**src/rtl/ps2_key_decoder_if.sv**
```systemverilog
// Groups the scan-code byte stream into the decoder and the decoded key outputs back out.
// Latency: none, wires only.
// Backpressure: none; the byte source never waits and every strobed byte is consumed.
interface ps2_key_decoder_if;
   logic [7:0] received_data;
   logic       received_en;
   logic       clear_all;
   logic [4:0] key_hold;
   logic [4:0] key_press;
   logic [7:0] last_code;
   logic       last_ext;
   logic       code_valid;

   // Byte source side: PS2_Controller feeding bytes, game logic consuming key state
   modport master (
      output received_data, received_en, clear_all,
      input  key_hold, key_press, last_code, last_ext, code_valid
   );

   // Decoder side
   modport slave (
      input  received_data, received_en, clear_all,
      output key_hold, key_press, last_code, last_ext, code_valid
   );
endinterface

```
**src/rtl/ps2_key_decoder.sv**
```systemverilog
// Decodes PS/2 set-2 scan codes (E0/F0 prefixes) into held levels and press pulses for W/A/S/D, arrows, Space.
// Latency: all outputs change on the same clock edge that samples the received_en strobe.
// Backpressure: none; every strobed byte is consumed, clear_all wins over a same-cycle byte.
module ps2_key_decoder #(
   parameter int TIMEOUT_CYCLES = 2_500_000
) (
   input  logic              clock,
   input  logic              resetn,
   ps2_key_decoder_if.slave  kif
);

   typedef enum logic [1:0] {IDLE, EXT, BRK, EXT_BRK} state_t;

   localparam int          CW       = (TIMEOUT_CYCLES > 1) ? $clog2(TIMEOUT_CYCLES) : 1;
   localparam logic [CW-1:0] TMO_LAST = CW'(TIMEOUT_CYCLES - 1);
   localparam logic [3:0]  NO_KEY   = 4'hF;

   // Held-flag slots: even = letter/space source, odd = extended arrow source
   //   0 W, 1 Up, 2 S, 3 Down, 4 A, 5 Left, 6 D, 7 Right, 8 Space

   // Controller replies that are never keys
   function automatic logic is_ignored(input logic [7:0] b);
      return (b == 8'h00) || (b == 8'hAA) || (b == 8'hEE) ||
             (b == 8'hFA) || (b == 8'hFE) || (b == 8'hFF);
   endfunction

   function automatic logic [3:0] key_idx(input logic [7:0] c, input logic ext);
      logic [3:0] idx;
      idx = NO_KEY;
      if (!ext) begin
         case (c)
            8'h1D:   idx = 4'd0;
            8'h1B:   idx = 4'd2;
            8'h1C:   idx = 4'd4;
            8'h23:   idx = 4'd6;
            8'h29:   idx = 4'd8;
            default: idx = NO_KEY;
         endcase
      end else begin
         case (c)
            8'h75:   idx = 4'd1;
            8'h72:   idx = 4'd3;
            8'h6B:   idx = 4'd5;
            8'h74:   idx = 4'd7;
            default: idx = NO_KEY;
         endcase
      end
      return idx;
   endfunction

   state_t        state_q, state_d;
   logic [CW-1:0] tmo_q, tmo_d;
   logic [8:0]    flags_q, flags_d;
   logic [4:0]    key_hold_q, key_hold_d;
   logic [4:0]    key_press_q, key_press_d;
   logic [7:0]    last_code_q, last_code_d;
   logic          last_ext_q, last_ext_d;
   logic          code_valid_q, code_valid_d;
   logic [3:0]    idx;
   logic          byte_e0, byte_f0, byte_ign, ext_ctx;

   // Register all state and outputs
   always_ff @(posedge clock or negedge resetn) begin
      if (!resetn) begin
         state_q      <= IDLE;
         tmo_q        <= '0;
         flags_q      <= '0;
         key_hold_q   <= '0;
         key_press_q  <= '0;
         last_code_q  <= '0;
         last_ext_q   <= 1'b0;
         code_valid_q <= 1'b0;
      end else begin
         state_q      <= state_d;
         tmo_q        <= tmo_d;
         flags_q      <= flags_d;
         key_hold_q   <= key_hold_d;
         key_press_q  <= key_press_d;
         last_code_q  <= last_code_d;
         last_ext_q   <= last_ext_d;
         code_valid_q <= code_valid_d;
      end
   end

   // Prefix FSM, prefix timeout, make/break bookkeeping and output derivation
   always_comb begin
      state_d      = state_q;
      tmo_d        = tmo_q;
      flags_d      = flags_q;
      last_code_d  = last_code_q;
      last_ext_d   = last_ext_q;
      code_valid_d = 1'b0;
      byte_e0      = (kif.received_data == 8'hE0);
      byte_f0      = (kif.received_data == 8'hF0);
      byte_ign     = is_ignored(kif.received_data);
      ext_ctx      = (state_q == EXT) || (state_q == EXT_BRK);
      idx          = key_idx(kif.received_data, ext_ctx);

      if (kif.clear_all) begin
         state_d = IDLE;
         tmo_d   = '0;
         flags_d = '0;
      end else if (kif.received_en) begin
         tmo_d = '0;
         unique case (state_q)
            IDLE, EXT: begin
               if (byte_f0) begin
                  state_d = (state_q == EXT) ? EXT_BRK : BRK;
               end else if (byte_e0) begin
                  state_d = EXT;
               end else begin
                  state_d = IDLE;
                  if (!byte_ign) begin
                     // Completed make: report it even if it maps to no game key
                     code_valid_d = 1'b1;
                     last_code_d  = kif.received_data;
                     last_ext_d   = ext_ctx;
                     if (idx != NO_KEY) flags_d[idx] = 1'b1;
                  end
               end
            end
            BRK, EXT_BRK: begin
               // A stray prefix or reply after F0 aborts the break silently
               state_d = IDLE;
               if (!byte_e0 && !byte_f0 && !byte_ign && idx != NO_KEY) flags_d[idx] = 1'b0;
            end
         endcase
      end else if (state_q != IDLE) begin
         if (tmo_q == TMO_LAST) begin
            state_d = IDLE;
            tmo_d   = '0;
         end else begin
            tmo_d = tmo_q + CW'(1);
         end
      end

      key_hold_d  = {flags_d[8], flags_d[6] | flags_d[7], flags_d[4] | flags_d[5],
                     flags_d[2] | flags_d[3], flags_d[0] | flags_d[1]};
      key_press_d = key_hold_d & ~key_hold_q;
   end

   assign kif.key_hold   = key_hold_q;
   assign kif.key_press  = key_press_q;
   assign kif.last_code  = last_code_q;
   assign kif.last_ext   = last_ext_q;
   assign kif.code_valid = code_valid_q;

endmodule

```
**src/flat_wrapper.sv**
```systemverilog
// flat-port wrapper written by rule: the top's interface ports become plain ports
module ps2_key_decoder_flat 
#(
   parameter int TIMEOUT_CYCLES = 2_500_000
)
  (clock, resetn, kif_received_data, kif_received_en, kif_clear_all, kif_key_hold, kif_key_press, kif_last_code, kif_last_ext, kif_code_valid);
  ps2_key_decoder_if kif_i ();
  input  logic clock;
  input  logic resetn;
  input wire logic [$bits(kif_i.received_data)-1:0] kif_received_data;
  input wire logic [$bits(kif_i.received_en)-1:0] kif_received_en;
  input wire logic [$bits(kif_i.clear_all)-1:0] kif_clear_all;
  output wire logic [$bits(kif_i.key_hold)-1:0] kif_key_hold;
  output wire logic [$bits(kif_i.key_press)-1:0] kif_key_press;
  output wire logic [$bits(kif_i.last_code)-1:0] kif_last_code;
  output wire logic [$bits(kif_i.last_ext)-1:0] kif_last_ext;
  output wire logic [$bits(kif_i.code_valid)-1:0] kif_code_valid;
  assign kif_i.received_data = kif_received_data;
  assign kif_i.received_en = kif_received_en;
  assign kif_i.clear_all = kif_clear_all;
  assign kif_key_hold = kif_i.key_hold;
  assign kif_key_press = kif_i.key_press;
  assign kif_last_code = kif_i.last_code;
  assign kif_last_ext = kif_i.last_ext;
  assign kif_code_valid = kif_i.code_valid;
  ps2_key_decoder #(.TIMEOUT_CYCLES(TIMEOUT_CYCLES)) u_core (.clock(clock), .resetn(resetn), .kif(kif_i));
endmodule
```
**config.mk**
```make
export PLATFORM = sky130hd
export DESIGN_NAME = ps2_key_decoder_flat
export DESIGN_NICKNAME = d
export VERILOG_FILES = /design/src/rtl/ps2_key_decoder_if.sv /design/src/rtl/ps2_key_decoder.sv /design/src/flat_wrapper.sv
export SDC_FILE = /design/constraint.sdc
export NUM_CORES = 1
export LEC_CHECK = 0
export ABC_AREA = 1
export BUFFER_PORTS_ARGS = -buffer_cell sky130_fd_sc_hd__clkbuf_2
export CAP_MARGIN = 25
export CORE_UTILIZATION = 40
export CTS_CLUSTER_SIZE = 30
export DETAILED_ROUTE_END_ITERATION = 8
export GPL_TIMING_DRIVEN = 0
export PLACE_DENSITY = 0.68
export REMOVE_ABC_BUFFERS = 1
export SETUP_SLACK_MARGIN = 0.02
export SLEW_MARGIN = 20
export SYNTH_ARGS = -nofsm -noshare
export SYNTH_HDL_FRONTEND = slang
export SYNTH_SLANG_ARGS = --single-unit
export TNS_END_PERCENT = 10
```
**constraint.sdc**
```tcl
create_clock -name clock -period 1.85 [get_ports clock]
set_input_delay 0.185 -clock clock [delete_from_list [all_inputs] [get_ports clock]]
set_output_delay 0.185 -clock clock [all_outputs]
set_load 0.02 [all_outputs]
```
After elaboration in Yosys (flattened, before gate mapping)
Index checks and enable logic that the tools add are counted.
{"block": "totals", "register_bits": 53, "in_bits": 12, "output_inout_bits": 20, "word_cells": 98}
{"block": "classes", "addsub": 1, "order_cmp": 2, "eq_ne": 21, "mux": 31, "bitwise_logic": 13, "n_reduce_logical": 22}
{"operator": "22-bit two-way mux", "count": 4}
{"operator": "9-bit two-way mux", "count": 7}
{"operator": "8-bit == test, second input constant", "count": 7}
{"operator": "8-bit by 7-bit == test with 1-bit output, second input constant", "count": 4}
{"operator": "8-bit by 5-bit == test with 1-bit output, second input constant", "count": 3}
{"operator": "22-bit by 1-bit adder with 22-bit output, second input constant", "count": 1}
{"operator": "22-bit == test, second input constant", "count": 1}
{"operator": "4-bit one-hot mux with 5 select lines", "count": 1}
{"operator": "9-bit one-hot mux with 2 select lines", "count": 1}
{"operator": "8-bit by 6-bit == test with 1-bit output, second input constant", "count": 2}
{"operator": "4-bit one-hot mux with 4 select lines", "count": 1}
{"operator": "2-bit two-way mux", "count": 5}
{"operator": "9-bit AND", "count": 1}
{"operator": "1-bit two-way mux", "count": 9}
{"operator": "9-bit NOT", "count": 1}
{"operator": "9-bit OR", "count": 1}
{"operator": "8-bit zero test", "count": 1}
{"operator": "1-bit logical OR", "count": 6}
{"operator": "6-bit AND reduction", "count": 1}
{"operator": "3-bit nonzero test", "count": 2}
{"operator": "5-bit AND", "count": 1}
{"operator": "4-bit by 5-bit < comparator with 1-bit output, second input constant", "count": 1}
{"operator": "5-bit NOT", "count": 1}
{"operator": "1-bit demux with 4-bit select", "count": 1}
{"operator": "other kinds (14)", "count": 27}

Logic depth before layout (Yosys ltp)
Gate-level depths: netlist of the first run.
{"block": "logic_depth", "ltp_word": 17, "depth_mapped": 16, "depth_no_buf": 16}

Worst setup path after synthesis of the first run
Ideal clock, no wire load.
{"block": "synth_path", "path_type": "register to register", "startpoint": "reg u_core.tmo_q[0]", "endpoint": "reg u_core.tmo_q[16]", "setup_time_ps": 132, "t_arrival_ps": 1492, "t_required_ps": 1718, "path_slack_ps": 226, "path_stages_with_launch": 10, "n_path_buf": 0, "path_cell_list": "dfrtp_1 ha_1 nand2_1 nor2_1 nand4_1 nor2_1 nand2_1 nor3_1 xor2_1 nor2_1"}
{"block": "synth_via", "elab_chain_len": 5, "elab_cells_between_ends": 6}
{"element": "start, declared", "line_no": "ps2_key_decoder.sv:52", "source": "logic [CW-1:0] tmo_q, tmo_d;"}
{"element": "start signal, assigned", "line_no": "ps2_key_decoder.sv:75", "source": "tmo_q <= tmo_d;"}
{"element": "22-bit by 1-bit adder with 22-bit output or 22-bit == test (tied branches)", "line_no": "ps2_key_decoder.sv:133, ps2_key_decoder.sv:129"}
{"element": "22-bit two-way mux (*)", "line_no": "ps2_key_decoder.sv:129", "source": "if (tmo_q == TMO_LAST) begin"}
{"element": "22-bit two-way mux (*)", "line_no": "ps2_key_decoder.sv:128", "source": "end else if (state_q != IDLE) begin"}
{"element": "22-bit two-way mux (*)", "line_no": "ps2_key_decoder.sv:103", "source": "end else if (kif.received_en) begin"}
{"element": "22-bit two-way mux (*)", "line_no": "ps2_key_decoder.sv:99", "source": "if (kif.clear_all) begin"}
Every way passes the cells marked *; elsewhere a longest branch is shown, timed or not. The select of a mux whose other input is x is not followed.
A chain may end at the register's enable or synchronous reset.

Final worst setup path of the first run
{"block": "layout_path", "startpoint": "reg u_core.tmo_q[0]", "endpoint": "reg u_core.tmo_q[21]"}
The elaborated chain is that of the path after synthesis.

==> impl_metrics.ini, run 1 <==
[floorplan]
die_h_microns = 87.8
die_x_microns = 87.8
rows = 30
ios = 32
coreArea_sq_um = 6940
dieArea_sq_um = 7700
initial_core_util = 0.424

[synth]
ys_top_cells_by_count = 100 x nand2_1, 55 x inv_1, 52 x dfrtp_1, 44 x nor2_1, 23 x nand3_1
synthTopCellsByArea = dfrtp_1 44%, nand2_1 13%, inv_1 7.0%
synth_cell_types = 38
avgSynthCellArea_sq_um = 7.45
synth_top_area_frac = 0.442
ys_warn_count = 0
synthFlopType = dfrtp_1
async_flop_share = 1.00
yosysMostFrequentCell = nand2_1
synth-edff-count = 0
yosysTopAreaCell = dfrtp_1
synth-seq-cells = 52
synthesis.instances = 395
syn_area_sq_um = 2940
ys_seq_area_frac = 0.442

[placement]
postPlaceCellArea_sq_um = 3170
port_buffers = 31
routabilityCongestion = 0.928
place_ws_ps = -379
dp_cells = 515
dp_hpwl_mm = 4.54

[critical_path]
crit_cells = 10
crit_slowest_cell = dfrtp_1
worstPathRequired_ps = 2060
worstSetupPathType = reg -> reg
worstPathArrival_ps = 1970
cp_slowest_stage_delay_ps = 430
cp_top_family = simple AND/OR/NAND/NOR gates
cp-end-kind = flop
crit_start = u_core.tmo_q[0]
critPathBufInv = 2
worstSetupStartpointType = flop
critPathMaxFanout = 5
ff2ff_path_depth = 10
crit_chain = ha_4 > nand2_4 > nor3_4 > nand4_1 > nand2_2 > inv_2 > nor2_4 > buf_4 > a21oi_2 > o21a_1
r2r_start = u_core.tmo_q[0]

[sta]
fin_crit_sh = 0.949
fmaxAchievable_ghz = 0.570
worst_slew_pin_slew_ps = 692
tns_ps = 0
slew_headroom = 0.539
hold_viol_final = 0
skew_ps = 7.01
finalSetupViolations = 0
worst_slack_ps = 95.2
rsz0062_at_grt = true
slew_violations = 0
fin_crit_ps = 1750

[global_route]
antenna_found_initial = 0
grt_pass1_vias = 2427
grt_max_degree = 53
grt_usage = 0.173
grt_pass1_wl_mm = 10.5
overflow = 0

[drt]
routed_wl_mm = 6.43
post_drt_via_cell_ratio = 4.95
dr.first_iter.drc_count = 150
vias = 2650
drcViolationCount = 0
ant_nets = 0
wire_per_inst_microns = 12.0
first_pass_iters = 4

[worst_hold_path]
holdCritPathClass = in -> reg
worstHoldStart = kif_received_data[4]
worstHoldPathCells = 3

[power]
leakagePower_nw = 1.69
p_per_area_nw_per_um2 = 617
total_power_mw = 2.15
ir_drop_mv = 0.349

[clock_tree]
cts-root-buf = clkbuf_8
clk_latency_ps = 310
cts_tree = done
cts_buffers = 5
path_clk_slew_ps = 100
htree_levels = 2
clkSinkCount = 52
clk_path_buf_depth = 2

[finish]
area_delta_synth_final_pct = 18.6
final_nets = 451
drive_above_1_share = 0.241
fin_cells = 535
fillers = 692
antenna_cells = 0
final_cell_area_sq_um = 3490

[run_status]
status = finished clean

[flow_run]
max-cap-violations = 0
-- power by group --
part | internal, mW | total [mW] | switching [mW]
Sequential | 1.17 | 1.20 | 0.0264
Combinational | 0.0936 | 0.294 | 0.201
Clock | 0.269 | 0.660 | 0.392
-- logic make-up (layout without fill, tap and decap cells) --
kind of cell / Yosys count / after routing / synth area share
AOI/OAI and AO/OA: 37 / 37 / 0.0748
adders and majority gates: 1 / 1 / 0.00425
DFF: 52 / 52 / 0.442
xor gates and xnor gates: 7 / 7 / 0.0208
and+or+nand+nor: 230 / 231 / 0.363
buffers and inverters: 68 / 111 / 0.0952
-- metal layers --
layer / track usage / part of all wire
met3: 0.0302 / 0.029
met5: 0 / 0
met1: 0.221 / 0.46
met4: 0.0477 / 0.018
met2: 0.300 / 0.49
-- timing repair --
item                                   4_1_cts  5_1_grt
endpoints found under the hold margin       52        0
buffers inserted                             3        7
gates cloned                                 1        0
setup endpoints to repair                   20       28
hold buffers                                 1        0
pin swaps                                    1        8
gates resized for setup                      4       28
-- layout by cell type, fill, tap and decap left out, types with 3 or more instances in the layout --
cell type / count
o21ai_1: 7
inv_1: 50
inv_2: 10
dfrtp_1: 49
nand4_1: 16
nor3_1: 8
nand3_2: 3
nor2_2: 14
clkinvlp_4: 3
nand2_2: 5
buf_4: 9
nor2_1: 39
xor2_1: 6
nor3_2: 4
nand2_1: 98
clkbuf_2: 30
dfrtp_2: 3
nand3_1: 22
nor4_1: 5
a21oi_2: 3
clkbuf_8: 5
nor2_4: 5
o21ai_0: 9
nor3b_1: 5
a21oi_1: 7
-- stage by stage --
stage,hold slack (ps),utilization
5_1_grt,206,0.503
4_1_cts,181,0.479
3_3_place_gp,414,0.456
6_report,193,0.503
2_1_floorplan,-111,-
3_5_place_dp,319,0.457
-- cell type report --
type | count | area (sq um) | area share
Timing Repair Buffer | 42 | 255 | 0.0731
Clock inverter | 3 | 23.8 | 0.00681
Multi-Input combinational cell | 276 | 1480 | 0.425
Sequential cell | 52 | 1310 | 0.374
Clock buffer | 5 | 68.8 | 0.0197
Inverter | 61 | 233 | 0.0667
Tap cell | 96 | 120 | 0.0344
-- flip-flops by register name, summed over array words and instances (netlist names) --
name	count
u_core.state_q	2
u_core.kif.code_valid	1
u_core.kif.last_code	8
u_core.flags_q	9
u_core.kif.key_press	5
u_core.kif.last_ext	1
u_core.kif.key_hold	4
u_core.tmo_q	22
-- worst min-delay path: cells and delay by family --
kind / cells / cell delay [ps]
buffers and inverters: 2 / 220
AOI/OAI and AO/OA: 1 / 60
-- final timing paths --
kind / to / slack [ps]
max in group asynchronous: u_core.state_q[0] / 870
max: u_core.tmo_q[21] / 100
min in group asynchronous: u_core.tmo_q[8] / 490
min: u_core.kif.last_code[4] / 190
max reg2reg: u_core.tmo_q[21] / 100
min reg2reg: u_core.kif.key_press[2] / 420
Note: power is estimated with default switching activity, not from simulation.
==> inputs of run 2 (changes only) <==
Settings changed: CORE_UTILIZATION 40 to 55, PLACE_DENSITY 0.68 to 0.85.
==> run 2 against run 1 <==
Compared with the run above:
- worst hold slack got worse by 14 ps
- critical path type unchanged
- final cell count decreased by 4.3%
- largest power group unchanged
- highest routed layer unchanged
- flip-flop and latch count unchanged
- combinational power about the same
==> impl_metrics.ini, run 2 (synthesis results as in run 1) <==
[sta]
slew_headroom = 0.534
slew_violations = 0
worst_slew_pin_slew_ps = 699
hold_viol_final = 0
skew_ps = 4.85
fmaxAchievable_ghz = 0.562
fin_crit_sh = 0.963
fin_crit_ps = 1780
fin_hold_ws_ps = 179
rsz0062_at_grt = true
worst_slack_ps = 69.1
finalSetupViolations = 0

[critical_path]
critPathMaxFanout = 4
worstPathArrival_ps = 1990
worstSetupStartpointType = flop
crit_chain = ha_4 > nand2_4 > nor2_4 > nand4_1 > nor2_2 > nand2_1 > nor3_2 > xor2_1 > nor2_1
worstSetupPathType = reg -> reg
crit_slowest_cell = dfrtp_1
worstPathRequired_ps = 2060
cp_top_family = simple AND/OR/NAND/NOR gates
critPathBufInv = 0
cp_slowest_stage_delay_ps = 430
r2r_setup_slack_ps = 70
cp-end-kind = flop

[drt]
post_drt_via_cell_ratio = 5.46
dr.first_iter.drc_count = 169
wire_per_inst_microns = 13.5
routed_wl_mm = 6.92
ant_nets = 0
first_pass_iters = 5
drcViolationCount = 0
vias = 2796

[finish]
antenna_cells = 0
area_delta_synth_final_pct = 18.3
largest_register_ff_count = 22
regMostFlops = u_core.tmo_q
drive_above_1_share = 0.256
postLayoutCoreUtil = 0.677
final_common_cell = nand2_1
final_cell_mix = 96 x nand2_1, 51 x inv_1, 48 x dfrtp_1
final_nets = 454
final_cell_area_sq_um = 3480

[global_route]
grt_max_degree = 53
overflow = 0
grt_usage = 0.251
grt_pass1_wl_mm = 10.8
antenna_found_initial = 0
grt_pass1_vias = 2587

[placement]
dp_hpwl_mm = 4.57
routabilityCongestion = 0.884
place_ws_ps = -362
port_buffers = 31
postPlaceCellArea_sq_um = 3140

[clock_tree]
clkSinkCount = 52
clk_path_buf_depth = 2
cts_buffers = 5
cts-root-buf = clkbuf_8
htree_levels = 2
clk_latency_ps = 310
path_clk_slew_ps = 100
cts_tree = done

[floorplan]
coreArea_sq_um = 5140
dieArea_sq_um = 5650
rows = 26
ios = 32
initial_core_util = 0.573
die_h_microns = 75.1
die_x_microns = 75.1

[run_status]
status = finished clean

[power]
ir_drop_mv = 0.368
p_per_area_nw_per_um2 = 622
leakagePower_nw = 1.71

[worst_hold_path]
holdCritPathClass = in -> reg

[flow_run]
max-cap-violations = 0
[run 2: changes by cell type in the layout (fill, tap and decap cells not counted), sizes merged]
| cell | before | now |
|---|---|---|
| buf | 10 | 13 |
| clkinvlp | 3 | 2 |
| inv | 60 | 61 |
[run 2: cell type report]
cell class	instances	area (sq um)
clock buffer	5	68.8
timing repair buffer	45	265
tap	70	87.6
inverter	61	229
sequential	52	1310
fill	463	1660
multi-input combinational	276	1500
clock inverter	3	23.8
[run 2: path summary, 6_finish.rpt]
check / from / end / depth (start not counted)
worst max-delay path: u_core.tmo_q[1] / u_core.tmo_q[16] / 9
worst min-delay path: kif_received_data[4] / u_core.kif.last_code[4] / 3
worst min register to register: u_core.kif.key_hold[1] / u_core.kif.key_press[1] / 1
max in group asynchronous: resetn / u_core.state_q[1] / 2
worst max register to register: u_core.tmo_q[1] / u_core.tmo_q[16] / 9
min in group asynchronous: resetn / u_core.tmo_q[8] / 2
[run 2: worst reg2reg max path: stages, from the launching register on]
cell and delay [ps]:
dfrtp_1 430, ha_4 170, nand2_4 80, nor2_4 160, nand4_1 190, nor2_2 180, nand2_1 110, nor3_2 150
xor2_1 150, nor2_1 60
[run 2: repair_timing]
item | 4_1_cts | 5_1_grt
pin swaps | 1 | 9
hold buffers | 1 | 0
endpoints found under the setup margin | 20 | 28
setup buffers | 3 | 10
cloned | 1 | 0
hold endpoints to repair | 52 | 0
gates resized for setup | 6 | 31
[run 2: through the flow]
step,instances,total power [mW],TNS [ps]
6_report,512,2.17,0
5_1_grt,512,2.25,-137
4_1_cts,502,2.16,-133
3_5_place_dp,489,1.47,-5590
3_3_place_gp,489,1.47,-11800
2_1_floorplan,388,1.36,-1120
[run 2: power breakdown]
group	switching, mW	internal, mW
clock network	0.411	0.269
registers	0.0242	1.17
logic	0.202	0.0895
[run 2: metal layers]
metal,up-vias,GRT usage,wire [microns]
met5,-,0,0
met4,0,0.0947,172
met3,16,0.0482,313
met2,85,0.467,3640
met1,1331,0.284,2790
li1,1364,-,-
==> inputs of run 3 (changes only) <==
Settings changed: RECOVER_POWER set to 100.
Clock period 1.85 ns to 1.75 ns, I/O delays scaled along.
==> run 3 against run 2 <==
Compared with the run above:
- critical endpoint is now u_core.tmo_q[21]
- final cell count rose by 1.8%
- worst hold slack got worse by 6.7 ps
- die area is the same
- worst setup slack worse by 120 ps
- clock skew barely moved
- routed wire length grew 5.5%
- first-iteration DRC count grew 12%
- power is 5.5% higher
- the flow now finishes with violations (setup timing)
- critical path type unchanged
==> impl_metrics.ini, run 3 (synthesis results as in run 1) <==
[worst_hold_path]
worstHoldStart = kif_received_data[4]
worstHoldPathCells = 3
whs_endpoint = u_core.kif.last_code[4]
holdCritPathClass = in -> reg

[global_route]
grt_max_degree = 53
overflow = 0
antenna_found_initial = 0
grt_usage = 0.273
grt_pass1_wl_mm = 11.7
grt_pass1_vias = 2759

[critical_path]
worstPathArrival_ps = 2060
worstSetupPathType = reg -> reg
worstPathRequired_ps = 2010
r2r_start = u_core.tmo_q[3]
cp_slowest_stage_delay_ps = 420
crit_slowest_cell = dfrtp_2
worstSetupStartpointType = flop
r2r_setup_slack_ps = -50
cp-end-kind = flop
crit_chain = nand4_1 > nor2_4 > nand2_4 > nor2_4 > nand2_2 > nor3_2 > nand4_1 > a21oi_2 > o21a_1
ff2ff_path_depth = 9
reg2reg_to = u_core.tmo_q[21]
critPathMaxFanout = 5

[drt]
post_drt_via_cell_ratio = 5.62
drcViolationCount = 0
dr.first_iter.drc_count = 189
wire_per_inst_microns = 14.0
vias = 2927
first_pass_iters = 5
ant_nets = 0
routed_wl_mm = 7.30

[sta]
fin_hold_ws_ps = 172
rsz0062_at_grt = true
worst_slack_ps = -50.4
fin_crit_sh = 1.03
skew_ps = 4.62
worst_slew_pin_slew_ps = 1130
fin_crit_ps = 1800
slew_headroom = 0.244
fmaxAchievable_ghz = 0.555
hold_viol_final = 0
slew_violations = 0
tns_ps = -88.6
finalSetupViolations = 4

[finish]
final_cell_area_sq_um = 3580
largest_register_ff_count = 22
fillers = 447
drive_above_1_share = 0.237
fin_cells = 521
final_nets = 463
area_delta_synth_final_pct = 21.5
postLayoutCoreUtil = 0.696
final_common_cell = nand2_1
multi_input_area_sq_um = 1550
antenna_cells = 0
final-seq-area_sq_um = 1300
final_cell_mix = 95 x nand2_1, 52 x inv_1, 50 x dfrtp_1
regMostFlops = u_core.tmo_q

[placement]
dp_cells = 489
dp_hpwl_mm = 4.57
place_ws_ps = -462
port_buffers = 31
postPlaceCellArea_sq_um = 3140
routabilityCongestion = 0.884

[clock_tree]
clkSinkCount = 52
htree_levels = 2
path_clk_slew_ps = 100
cts_tree = done
cts_buffers = 5
cts-root-buf = clkbuf_8
clk_path_buf_depth = 2
clk_latency_ps = 310

[run_status]
violations = setup timing
status = finished, violations left

[power]
p_per_area_nw_per_um2 = 639
total_power_mw = 2.29
ir_drop_mv = 0.388
leakagePower_nw = 1.72

[floorplan]
ios = 32
die_x_microns = 75.1
dieArea_sq_um = 5650
coreArea_sq_um = 5140
initial_core_util = 0.573
rows = 26
die_h_microns = 75.1

[flow_run]
max-cap-violations = 0
[run 3: cell count changes in the layout (fill, tap and decap cells not counted), moves of 3 or more]
cell,previous run,this run
clkbuf_1,0,20
buf_4,13,21
nor2_1,37,33
clkbuf_2,30,10
nor2_4,5,8
[run 3: cell type report]
cell class | instances | area share
Multi-Input combinational cell | 276 | 0.432
Sequential cell | 52 | 0.365
Timing Repair Buffer | 54 | 0.0889
Inverter | 61 | 0.0640
Tap cell | 70 | 0.0245
Clock buffer | 5 | 0.0192
Clock inverter | 3 | 0.00665
[run 3: what timing repair did]
| item | 4_1_cts | 5_1_grt |
|---|---|---|
| endpoints found under the setup margin | 21 | 31 |
| gates cloned | 1 | 0 |
| endpoints found under the hold margin | 52 | 0 |
| setup buffers | 13 | 9 |
| hold buffers | 1 | 0 |
| gates resized for setup | 18 | 28 |
| pin swaps | 6 | 14 |
[run 3: critical path: cells and delay by family (launching register included)]
kind	cells	cell delay (ps)
simple gates	7	1040
flops	1	420
compound gates	2	300
[run 3: worst max-delay path by stage]
stage / start / endpoint / slack [ps]
finish: u_core.tmo_q[3] / u_core.tmo_q[21] / -50
global route: u_core.tmo_q[0] / u_core.state_q[0] / -130
CTS: u_core.tmo_q[16] / u_core.tmo_q[21] / 30
detailed placement: u_core.tmo_q[0] / u_core.state_q[0] / -460
global placement: u_core.tmo_q[0] / u_core.state_q[0] / -830
floorplan: u_core.tmo_q[0] / u_core.state_q[0] / -260
[run 3: per-layer routing]
| metal | GRT usage | vias to the layer above | part of all wire | wire length [microns] |
|---|---|---|---|---|
| met1 | 0.296 | 1387 | 0.39 | 2850 |
| met2 | 0.499 | 128 | 0.53 | 3840 |
| met4 | 0.134 | 0 | 0.030 | 219 |
| met3 | 0.0629 | 27 | 0.053 | 388 |
| li1 | - | 1385 | - | - |
| met5 | 0 | - | 0 | 0 |
[run 3: report_power, final]
part,internal [mW],switching (mW)
clock network,0.284,0.427
registers,1.24,0.0236
logic,0.0918,0.222
total,1.61,0.672
